--- src/rtl/mtimer_mmap.sv ---
// Memory-mapped machine timer: prescaled free-running 64-bit mtime plus
// CHANNELS 64-bit compare channels, each driving a registered level interrupt.
module mtimer_mmap #(
    parameter int CHANNELS   = 1,
    parameter int PRESCALE_W = 16,
    parameter int ADDR_W     = 8
) (
    input  logic                clk,
    input  logic                reset,
    input  logic                sel,
    input  logic                we,
    input  logic [ADDR_W-1:0]   addr,
    input  logic [31:0]         wd,
    input  logic [3:0]          wbe,
    output logic [31:0]         rd,
    output logic [63:0]         mtime,
    output logic [CHANNELS-1:0] irq
);
    localparam logic [ADDR_W-1:0] OFS_MTIME_LO = ADDR_W'(32'h00);
    localparam logic [ADDR_W-1:0] OFS_MTIME_HI = ADDR_W'(32'h04);
    localparam logic [ADDR_W-1:0] OFS_CTRL     = ADDR_W'(32'h08);
    localparam logic [ADDR_W-1:0] OFS_PRESCALE = ADDR_W'(32'h0C);
    localparam logic [ADDR_W-1:0] OFS_STATUS   = ADDR_W'(32'h10);

    logic [63:0]           mtime_q;
    logic                  en_q;
    logic [PRESCALE_W-1:0] prescale_q;
    logic [PRESCALE_W-1:0] pcnt_q;
    logic [63:0]           cmp_q [CHANNELS];
    logic [CHANNELS-1:0]   irq_q;

    logic [ADDR_W-1:0] ofs;
    logic              wr;
    logic              wr_mlo;
    logic              wr_mhi;
    logic              wr_ctrl;
    logic              wr_pre;
    logic              tick;
    logic              unused_addr_bits;

    function automatic logic [31:0] merge_bytes(input logic [31:0] cur,
                                                input logic [31:0] data,
                                                input logic [3:0]  be);
        logic [31:0] res;
        for (int b = 0; b < 4; b++)
            res[8*b +: 8] = be[b] ? data[8*b +: 8] : cur[8*b +: 8];
        return res;
    endfunction

    assign ofs              = {addr[ADDR_W-1:2], 2'b00};
    assign unused_addr_bits = ^addr[1:0];
    assign wr               = sel && we;
    assign wr_mlo           = wr && (ofs == OFS_MTIME_LO);
    assign wr_mhi           = wr && (ofs == OFS_MTIME_HI);
    assign wr_ctrl          = wr && (ofs == OFS_CTRL);
    assign wr_pre           = wr && (ofs == OFS_PRESCALE);
    assign tick             = en_q && (pcnt_q == prescale_q);

    always_ff @(posedge clk or posedge reset) begin
        if (reset) begin
            mtime_q    <= '0;
            en_q       <= 1'b1;
            prescale_q <= '0;
            pcnt_q     <= '0;
            irq_q      <= '0;
            for (int i = 0; i < CHANNELS; i++)
                cmp_q[i] <= '1;
        end else begin
            // Prescale write restarts the count; otherwise pcnt runs while enabled.
            if (wr_pre)
                pcnt_q <= '0;
            else if (en_q)
                pcnt_q <= tick ? '0 : pcnt_q + PRESCALE_W'(1);

            if (wr_pre)
                prescale_q <= PRESCALE_W'(merge_bytes(32'(prescale_q), wd, wbe));
            if (wr_ctrl && wbe[0])
                en_q <= wd[0];

            // A software write to either half swallows that cycle's tick.
            if (wr_mlo)
                mtime_q[31:0] <= merge_bytes(mtime_q[31:0], wd, wbe);
            else if (wr_mhi)
                mtime_q[63:32] <= merge_bytes(mtime_q[63:32], wd, wbe);
            else if (tick)
                mtime_q <= mtime_q + 64'd1;

            for (int i = 0; i < CHANNELS; i++) begin
                if (wr && (ofs == ADDR_W'(32 + 8*i)))
                    cmp_q[i][31:0] <= merge_bytes(cmp_q[i][31:0], wd, wbe);
                if (wr && (ofs == ADDR_W'(36 + 8*i)))
                    cmp_q[i][63:32] <= merge_bytes(cmp_q[i][63:32], wd, wbe);
                irq_q[i] <= (mtime_q >= cmp_q[i]);
            end
        end
    end

    always_comb begin
        rd = '0;
        case (ofs)
            OFS_MTIME_LO: rd = mtime_q[31:0];
            OFS_MTIME_HI: rd = mtime_q[63:32];
            OFS_CTRL:     rd = {31'd0, en_q};
            OFS_PRESCALE: rd = 32'(prescale_q);
            OFS_STATUS:   rd = 32'(irq_q);
            default:      rd = '0;
        endcase
        for (int i = 0; i < CHANNELS; i++) begin
            if (ofs == ADDR_W'(32 + 8*i))
                rd = cmp_q[i][31:0];
            if (ofs == ADDR_W'(36 + 8*i))
                rd = cmp_q[i][63:32];
        end
    end

    assign mtime = mtime_q;
    assign irq   = irq_q;

endmodule
--- config.mk ---
export PLATFORM = sky130hd
export DESIGN_NAME = mtimer_mmap
export DESIGN_NICKNAME = d
export VERILOG_FILES = /design/src/rtl/mtimer_mmap.sv
export SDC_FILE = /design/constraint.sdc
export NUM_CORES = 1
export LEC_CHECK = 0
export CORE_ASPECT_RATIO = 1.75
export CORE_UTILIZATION = 50
export CTS_CLUSTER_SIZE = 12
export DETAILED_ROUTE_END_ITERATION = 10
export GPL_ROUTABILITY_DRIVEN = 0
export GPL_TIMING_DRIVEN = 0
export HOLD_SLACK_MARGIN = 0.05
export PLACE_DENSITY = 0.73
export REMOVE_ABC_BUFFERS = 1
export SLEW_MARGIN = 20
export SYNTH_ARGS = -nofsm -noshare
export SYNTH_HDL_FRONTEND = slang
export SYNTH_SLANG_ARGS = --single-unit
--- constraint.sdc ---
create_clock -name clk -period 6 [get_ports clk]
set_input_delay 0.6 -clock clk [delete_from_list [all_inputs] [get_ports clk]]
set_output_delay 0.6 -clock clk [all_outputs]
set_load 0.02 [all_outputs]
==> summary.txt <==
Clocking
  – Post-CTS setup buffers: 0
  – Num CTS Buffers: 17
  – Clock Sinks: 162
  – Max clock buf depth: 2
  – Post-cts resize count: 0
  – Hold Buf Count CTS: 0
  – Worst-path clk slew: 0.07 ns
  – H-tree levels: 4
  – CTS tree: done
  – Root buffer cell: clkbuf_16
  – Clock latency on the worst-skew pair: 0.44 ns

Detailed routing
  – TritonRoute pass-1 iters: 5
  – Wire per inst: 22.5 um
  – Vias per cell: 6.35
  – Drt total wl: 36,300 um
  – DR DRC count: 0
  – Initial DRC Count: 752
  – Antenna-violating nets left: 0
  – Vias: 10.2k

STA
  – RSZ-0062 raised after global routing: false
  – Final setup violation count: 0
  – Top achievable clock speed: 222 MHz
  – Final Cycle Share: 0.752
  – Worst Tran Pin Value: 1.00 ns
  – Worst Skew: 0.0103 ns
  – Hold Fails Final Rpt: 0
  – Slew Viols, Final: 0
  – Min cycle time layout: 4.51 ns
  – Relative slew slack: 0.329
  – Setup TNS Final: 0 ns

Synth
  – Async SR Flop Fraction: 1.00
  – Post-synth cell types: 64
  – Post-synth top flop: dfrtp_1
  – EDFF count, synth: 0
  – Synth area leaders: dfrtp_1 22%, dfstp_2 15%, mux2_2 8.4%
  – Average size of a mapped cell: 9.19 um2
  – Synth Cell Area: 11,000 um2
  – Post-Syn Instances: 1,202
  – Ys Warns: 0
  – Synth top area share: 0.220
  – Largest area contributor in the netlist: dfrtp_1
  – Register bit total from synthesis: 162
  – Sequential area share after synthesis: 0.375

Run
  – Maxcap violations: 0

Die
  – Ports: 145
  – Die height: 199 um
  – Chip Width: 114 um
  – Row count: 71
  – Die area: 22,700 um2
  – Initial core utilization: 0.511
  – Floorplan core area: 21,600 um2

GRT
  – Initial antenna violation count: 0
  – Total gr overflow: 0
  – Number of global-route vias before repair: 10.3k
  – Largest net degree at the start of global routing: 90
  – First-pass GRT wire length: 56,500 um
  – Total track usage: 0.333

Placed design
  – Port Buffers: 142
  – Dpl hpwl: 26,600 um

Min path
  – HP Class: reg2reg

Setup path
  – CP Max Fanout: 16
  – CP Class: in2out
  – CP Capture Type: output pin
  – Reg2reg setup slack: 2.45 ns
  – Worst endpoint required time: 5.40 ns
  – Worst EP arrival: 3.91 ns
  – Startpoint types: input pin

Power
  – Leakage: 5.49 nW
  – Power Density: 209 nW/um2
  – Worst vdd ir: 0.185 mV

Layout
  – ANT cells: 0
  – Layout area overhead: 20.5%
  – Nets: 1,423
  – Layout cell share with drive strength beyond 1: 0.169
  – Fillers: 1,881
  – Final Core Density: 0.616

Run status
  – Status: finished clean
-- critical path: stages --
cell and delay, ns:
clkdlybuf4s50_1 0.46, or4_1 0.82, nor3_4 0.77, a22oi_1 0.27, a31oi_1 0.32, clkdlybuf4s50_1 0.65
-- final cells by class --
cell class	count	area [um2]	area share
clock buffer	20	457	0.0343
clock inverter	12	179	0.0134
tap	292	365	0.0275
sequential	162	4140	0.311
multi-input combinational	913	6450	0.484
inverter	71	274	0.0206
timing repair buffer	144	1450	0.109
-- power breakdown --
group	leakage, nW	total [mW]	switching (mW)	internal, mW
sequential	2.00	1.21	0.0592	1.15
combinational	3.19	0.366	0.214	0.152
clock	0.303	1.20	0.478	0.720
-- metal layers --
metal  track usage  vias up  routed length (um)
li1              -     4647                   -
met1         0.359     5003               12700
met2         0.589      456               19100
met3        0.0518      137                2010
met4         0.232        0                2570
met5             0        -                   0
-- registers in the layout (all words and copies together) (netlist names) --
name	flops
irq	1
prescale_q	16
mtime	64
en_q	1
cmp_q	64
pcnt_q	16
-- synth_stat cells (11+ instances only) --
| library cell | number |
|---|---|
| and3_1 | 18 |
| mux2_2 | 82 |
| o22ai_1 | 17 |
| dfstp_2 | 65 |
| a21oi_1 | 113 |
| nand2_1 | 99 |
| a21o_1 | 11 |
| o21ai_0 | 50 |
| nor4_1 | 12 |
| nor2b_1 | 23 |
| nand3_1 | 61 |
| nor3_1 | 19 |
| inv_1 | 71 |
| o22a_1 | 20 |
| clkbuf_1 | 32 |
| nand4_1 | 28 |
| a22oi_1 | 31 |
| mux4_2 | 16 |
| xnor2_1 | 16 |
| xor2_1 | 15 |
| nor2_1 | 88 |
| a31oi_1 | 32 |
| ha_1 | 66 |
| dfrtp_1 | 97 |
| buf_2 | 17 |
-- through the flow --
stage | area [um2] | hold WS (ns) | worst slack (ns) | power, mW | std cells
3_3_place_gp | 12600 | 0.532 | -1.39 | 1.58 | 1580
3_5_place_dp | 12700 | 0.545 | 1.53 | 1.59 | 1582
5_1_grt | 13300 | 0.568 | 1.41 | 2.87 | 1614
2_1_floorplan | 10800 | 0.518 | 1.13 | 1.42 | 1146
4_1_cts | 13300 | 0.561 | 1.54 | 2.78 | 1614
6_report | 13300 | 0.561 | 1.49 | 2.78 | 1614
-- final timing paths --
check	startpoint	end	cells after the start
worst max-delay path	addr[4]	rd[13]	6
worst min-delay path	prescale_q[10]$_DFFE_PP0P_	prescale_q[10]$_DFFE_PP0P_	1
worst max register to register	cmp_q[30]$_DFFE_PP1P_	irq$_DFF_PP0_	9
worst min register to register	prescale_q[10]$_DFFE_PP0P_	prescale_q[10]$_DFFE_PP0P_	1
max in group asynchronous	reset	cmp_q[33]$_DFFE_PP1P_	3
min in group asynchronous	reset	mtime[12]$_DFFE_PP0P_	2
-- cells by family (layout without fill, tap and decap cells) --
logic type	count (synthesis)	after routing	share of synthesized area
adders and majority gates	66	66	0.0748
DFF	162	162	0.375
and+or+nand+nor	404	404	0.187
buffers and inverters	127	247	0.0458
xor gates and xnor gates	31	31	0.0246
AOI/OAI and AO/OA	314	314	0.177
muxes	98	98	0.116
-- cells in the final DEF, fill, tap and decap left out, types with 31 or more instances in the layout --
cell             synthesis  routed
dfstp_2                 65      65
nand3_1                 61      59
dfrtp_1                 97      97
clkdlybuf4s50_1          0     140
a22oi_1                 31      31
mux2_2                  82      82
inv_1                   71      70
a21oi_1                113     113
o21ai_0                 50      50
ha_1                    66      66
nand2_1                 99      98
a31oi_1                 32      32
nor2_1                  88      87
No activity file was read; power rests on OpenSTA's default activity.
